===== src/rtl/weight_binner.sv =====
// Settle-qualified weight classifier: bins each new object against programmable
// upper thresholds and keeps saturating per-bin counts with sticky overflow flags.
module weight_binner #(
  parameter int W_WIDTH   = 12,
  parameter int N_BINS    = 6,
  parameter int CNT_WIDTH = 8,
  parameter int SETTLE    = 2,
  parameter int DEF_STEP  = 200,
  localparam int BIN_W    = $clog2(N_BINS + 1)
) (
  input  logic                        clk,
  input  logic                        reset,
  input  logic [W_WIDTH-1:0]          weight,
  input  logic                        thr_we,
  input  logic [BIN_W-1:0]            thr_idx,
  input  logic [W_WIDTH-1:0]          thr_data,
  input  logic                        clr_counts,
  output logic [N_BINS*CNT_WIDTH-1:0] counts,
  output logic [N_BINS-1:0]           sat,
  output logic [BIN_W-1:0]            curr_bin,
  output logic                        new_obj,
  output logic [BIN_W-1:0]            new_bin,
  output logic [15:0]                 obj_total
);

  // state      | meaning
  // EMPTY      | platform empty, nothing pending
  // NEW_SETTLE | new object on platform, waiting for it to settle before counting
  // LOADED     | counted object resting, curr_bin valid
  // UPD_SETTLE | load changed after counting, waiting to reclassify (no count)
  typedef enum logic [1:0] {EMPTY, NEW_SETTLE, LOADED, UPD_SETTLE} state_t;

  localparam int S_W = (SETTLE < 2) ? 1 : $clog2(SETTLE + 1);

  state_t               state_q, state_d;
  logic [W_WIDTH-1:0]   prev_q;
  logic [S_W-1:0]       scnt_q, scnt_d;
  logic                 settled;
  logic [W_WIDTH-1:0]   thr_q [N_BINS-1];
  logic [BIN_W-1:0]     cls_bin;
  logic [CNT_WIDTH-1:0] cnt_q [N_BINS];
  logic                 count_ev;
  logic [BIN_W-1:0]     curr_bin_d;

  // Run length of identical nonzero samples, capped at SETTLE.
  always_comb begin
    scnt_d = '0;
    if (weight != '0) begin
      if (weight == prev_q && scnt_q != '0)
        scnt_d = (scnt_q == S_W'(SETTLE)) ? scnt_q : scnt_q + 1'b1;
      else
        scnt_d = S_W'(1);
    end
  end

  assign settled = (scnt_d == S_W'(SETTLE));

  // Smallest matching threshold wins, so scan from the top down.
  always_comb begin
    cls_bin = BIN_W'(N_BINS);
    for (int i = N_BINS - 2; i >= 0; i--) begin
      if (weight <= thr_q[i])
        cls_bin = BIN_W'(i + 1);
    end
  end

  always_comb begin
    state_d    = state_q;
    count_ev   = 1'b0;
    curr_bin_d = curr_bin;
    unique case (state_q)
      EMPTY: begin
        curr_bin_d = '0;
        if (weight != '0) begin
          if (settled) begin
            count_ev   = 1'b1;
            curr_bin_d = cls_bin;
            state_d    = LOADED;
          end else begin
            state_d = NEW_SETTLE;
          end
        end
      end
      NEW_SETTLE: begin
        if (weight == '0) begin
          state_d = EMPTY;
        end else if (settled) begin
          count_ev   = 1'b1;
          curr_bin_d = cls_bin;
          state_d    = LOADED;
        end
      end
      LOADED: begin
        if (weight == '0) begin
          curr_bin_d = '0;
          state_d    = EMPTY;
        end else if (weight != prev_q) begin
          if (settled)
            curr_bin_d = cls_bin;
          else
            state_d = UPD_SETTLE;
        end
      end
      UPD_SETTLE: begin
        if (weight == '0) begin
          curr_bin_d = '0;
          state_d    = EMPTY;
        end else if (settled) begin
          curr_bin_d = cls_bin;
          state_d    = LOADED;
        end
      end
      default: state_d = EMPTY;
    endcase
  end

  always_ff @(posedge clk) begin
    if (reset) begin
      state_q   <= EMPTY;
      prev_q    <= '0;
      scnt_q    <= '0;
      curr_bin  <= '0;
      new_obj   <= 1'b0;
      new_bin   <= '0;
      obj_total <= '0;
      for (int i = 0; i < N_BINS - 1; i++)
        thr_q[i] <= W_WIDTH'((i + 1) * DEF_STEP);
    end else begin
      state_q  <= state_d;
      prev_q   <= weight;
      scnt_q   <= scnt_d;
      curr_bin <= curr_bin_d;
      new_obj  <= count_ev;
      if (count_ev) begin
        new_bin   <= cls_bin;
        obj_total <= obj_total + 16'd1;
      end
      // Out-of-range indices match no entry and are dropped.
      for (int i = 0; i < N_BINS - 1; i++) begin
        if (thr_we && thr_idx == BIN_W'(i))
          thr_q[i] <= thr_data;
      end
    end
  end

  // A clear coinciding with a count leaves the counted bin at 1.
  always_ff @(posedge clk) begin
    if (reset) begin
      sat <= '0;
      for (int k = 0; k < N_BINS; k++)
        cnt_q[k] <= '0;
    end else begin
      for (int k = 0; k < N_BINS; k++) begin
        if (clr_counts) begin
          sat[k]   <= 1'b0;
          cnt_q[k] <= (count_ev && cls_bin == BIN_W'(k + 1)) ? CNT_WIDTH'(1) : '0;
        end else if (count_ev && cls_bin == BIN_W'(k + 1)) begin
          if (cnt_q[k] == '1)
            sat[k] <= 1'b1;
          else
            cnt_q[k] <= cnt_q[k] + 1'b1;
        end
      end
    end
  end

  for (genvar k = 0; k < N_BINS; k++) begin : g_cnt_out
    assign counts[k*CNT_WIDTH +: CNT_WIDTH] = cnt_q[k];
  end

endmodule


===== config.mk =====
export PLATFORM = sky130hd
export DESIGN_NAME = weight_binner
export DESIGN_NICKNAME = d
export VERILOG_FILES = /design/src/rtl/weight_binner.sv
export SDC_FILE = /design/constraint.sdc
export NUM_CORES = 1
export LEC_CHECK = 0
export BUFFER_PORTS_ARGS = -buffer_cell sky130_fd_sc_hd__buf_2
export CAP_MARGIN = 25
export CORE_ASPECT_RATIO = 0.9
export CORE_MARGIN = 1.5
export CORE_UTILIZATION = 58
export CTS_CLUSTER_SIZE = 16
export DETAILED_ROUTE_END_ITERATION = 16
export GPL_TIMING_DRIVEN = 0
export PLACE_DENSITY = 0.8
export SLEW_MARGIN = 25
export SYNTH_ARGS = -nofsm -noshare
export SYNTH_HDL_FRONTEND = slang
export SYNTH_SLANG_ARGS = --single-unit

===== constraint.sdc =====
create_clock -name clk -period 4.25 [get_ports clk]
set_input_delay 0.2125 -clock clk [delete_from_list [all_inputs] [get_ports clk]]
set_output_delay 0.2125 -clock clk [all_outputs]
set_load 0.1 [all_outputs]

==> flow_metrics.tcl <==
set metrics [dict create \
    outcome "completed" \
    cts_resized 0 \
    clk_latency_ps 430 \
    synth_cell_types 55 \
    switchingPower_mw 0.998 \
    antenna_found_initial 0 \
    start_kind "register" \
    crit_fanout 9 \
    synth_commonest_cells "edfxtp_1 (108), ha_1 (68), inv_1 (66), nor2_1 (61)" \
    drt_iter0_markers 385 \
    min_period_over_period_pct 78.9 \
    worstPathArrival_ps 3410 \
    ys_seq_area_share_pct 51.8 \
    cts.reportedPaths.clkPinSlew_ps 60 \
    maxCapViolations 0 \
    synth_top_area_cell "edfxtp_1" \
    hold_viol_final 0 \
    crit_path_top_delay_cell "o31ai_2" \
    crit_path_end_kind "register" \
    p_int_mw 2.74 \
    synthArstFlopShare_pct 0 \
    synthCells 744 \
    grt_remaining_overflow 0 \
    cts_tree "built" \
    syn_area_um2 8000 \
    layout-drive-gt1-share_pct 17.8 \
    dieArea_um2 14500 \
    rows 40 \
    die_w_um 127 \
    boundaryPins 108 \
    ys_seq_elements 153 \
    syn-num-nets 843 \
    hold_path.class "input port to register" \
    synth.most_common_cell "edfxtp_1" \
    power.density_nw_per_um2 400 \
    critPathKind "register to register" \
    area_growth_pct 16.9 \
    synth_edf_count 108 \
    portBuffers 107 \
    antenna_cells 0 \
    max_freq_mhz 298 \
    vias 6085 \
    grt_usage_pct 25.9 \
    drc 0 \
    final_antenna_net_count 0 \
    first_pass_iters 5 \
    wire_per_inst_um 17.2 \
    synth.top_cell.area_share_pct 40.6 \
    p_comb_share_pct 14.4 \
    nets 969 \
    floorplan.initialDensity_pct 59.6 \
    report.final.setup_viol 0 \
    fin_skew_ps 8.43 \
    core_area_um2 13400 \
    slowest_delay_ps 720 \
    gp_congestion 0.909 \
    dpl.hpwl_mm 13.3 \
    slew_viol_final 0 \
    worst_slew_pin_slew_ps 751 \
    clkSinkCount 153 \
    slew_headroom_pct 49.6 \
    setup-tns-final_ps 0 \
    cts_max_level 4 \
    sw_frac_of_total_pct 26.7 \
    fin_ws_ps 899 \
    chipHeight_um 114 \
    synth_area_leaders "edfxtp_1 (41%), dfxtp_1 (11%), ha_1 (11%), xnor2_1 (4.1%), inv_1 (3.1%)" \
    ir_drop_uv 538 \
    clockRootBuffer "clkbuf_16" \
    path_common_cell "o31a_1" \
    clk_path_buf_depth 2 \
    grt_max_degree 17 \
    routed_wl_mm 18.1 \
    rsz0062_at_grt "false" \
    worstPathRequired_ps 4310 \
    grt_pass1_wl_mm 28.9 \
    timing.hold.ws_ps 99.7 \
    grt_pass1_vias 6052 \
    p_leak_nw 3.98 \
    crit_chain "inv_1 > ha_1 > nand4_1 > o211ai_1 > o31a_1 > o31a_1 > and3_1 > clkbuf_1 > nand3_1 > o31ai_2" \
    viasPerCell 5.79 \
    seq_power_share_pct 45.7 \
    place_ws_ps 864 \
    holdBufCountCts 0 \
    synth_warnings 0 \
    ys.flop_type "edfxtp_1" \
    fin_crit_ps 3350 \
    cts_setup_buffers 0 \
    syn_area_per_cell_um2 10.7 \
    cts-buffers-inserted 17 \
    clock_power_share_pct 39.9 \
]
-- worst max-delay path, delay by kind of cell (launching register included) --
family | cells | cell delay (ps)
compound gates | 4 | 1380
buf+inv | 2 | 270
simple gates | 3 | 700
fa+ha+maj | 1 | 320
flops | 1 | 330
-- final timing paths --
| path | from | end | slack, ps | cells past startpoint |
|---|---|---|---|---|
| setup / recovery | thr_q[0][11] | cnt_q[3][2] | 900 | 10 |
| setup reg to reg | thr_q[0][11] | cnt_q[3][2] | 900 | 10 |
| hold reg to reg | sat[5] | sat[5] | 450 | 1 |
| hold / removal | thr_data[4] | thr_q[0][16] | 100 | 2 |
-- layout by cell type (no fill, tap or decap), types with 22 or more instances in the layout --
cell type	count
a21oi_1	45
and3_1	26
buf_2	109
dfxtp_1	45
edfxtp_1	108
ha_1	68
inv_1	66
nand2_1	43
nand3_1	31
nand4_1	22
nor2_1	61
xnor2_1	37
-- registers in the layout, indices dropped and copies added, names as in the netlist --
register   flops
cnt_q         48
new_bin        3
new_obj        1
obj_total     16
scnt_q         2
sat            6
curr_bin       3
prev_q        12
state_q        2
thr_q         60
-- logic make-up (layout without fill, tap and decap cells) --
kind of cell	after synthesis	in the layout	share of synthesized area, %
simple gates	279	279	19.1
xor+xnor	57	57	6.24
flops	153	153	51.8
fa+ha+maj	68	68	10.6
compound gates	104	104	8.11
buf+inv	83	222	4.12
-- power by group through the flow --
stage	Sequential [mW]	Combinational, mW	Clock (mW)
after floorplan	1.87	0.253	0
after global placement	1.74	0.502	0
after detailed placement	1.74	0.529	0
after CTS	1.71	0.536	1.50
after global routing	1.72	0.582	1.56
final	1.71	0.538	1.49
-- per-layer routing --
layer	GRT usage, %	part of all wire, %	up-vias	routed length [um]
met5	0	0	-	0
met4	13.3	3.4	0	609
met3	5.28	4.9	43	880
met2	46.1	51	190	9220
met1	29.7	41	2932	7400
li1	-	-	2920	-
-- metrics by stage --
step | utilization (%) | total power [mW] | cells | area (um^2)
after CTS | 69.7 | 3.75 | 1051 | 9340
after global placement | 65.2 | 2.24 | 1019 | 8740
after detailed placement | 65.2 | 2.27 | 1019 | 8750
after floorplan | - | 2.12 | 744 | 8000
after global routing | 69.7 | 3.86 | 1051 | 9340
final | 69.7 | 3.74 | 1051 | 9340
-- cell type report --
class                           count  area [um^2]
Tap cell                          168          210
Sequential cell                   153         4140
Buffer                             16         77.6
Timing Repair Buffer              107          536
Clock buffer                       27          567
Inverter                           67          251
Clock inverter                      5         26.3
Multi-Input combinational cell    508         3530
Fill cell                         966         4070
Power figures use the tool's default switching activity.
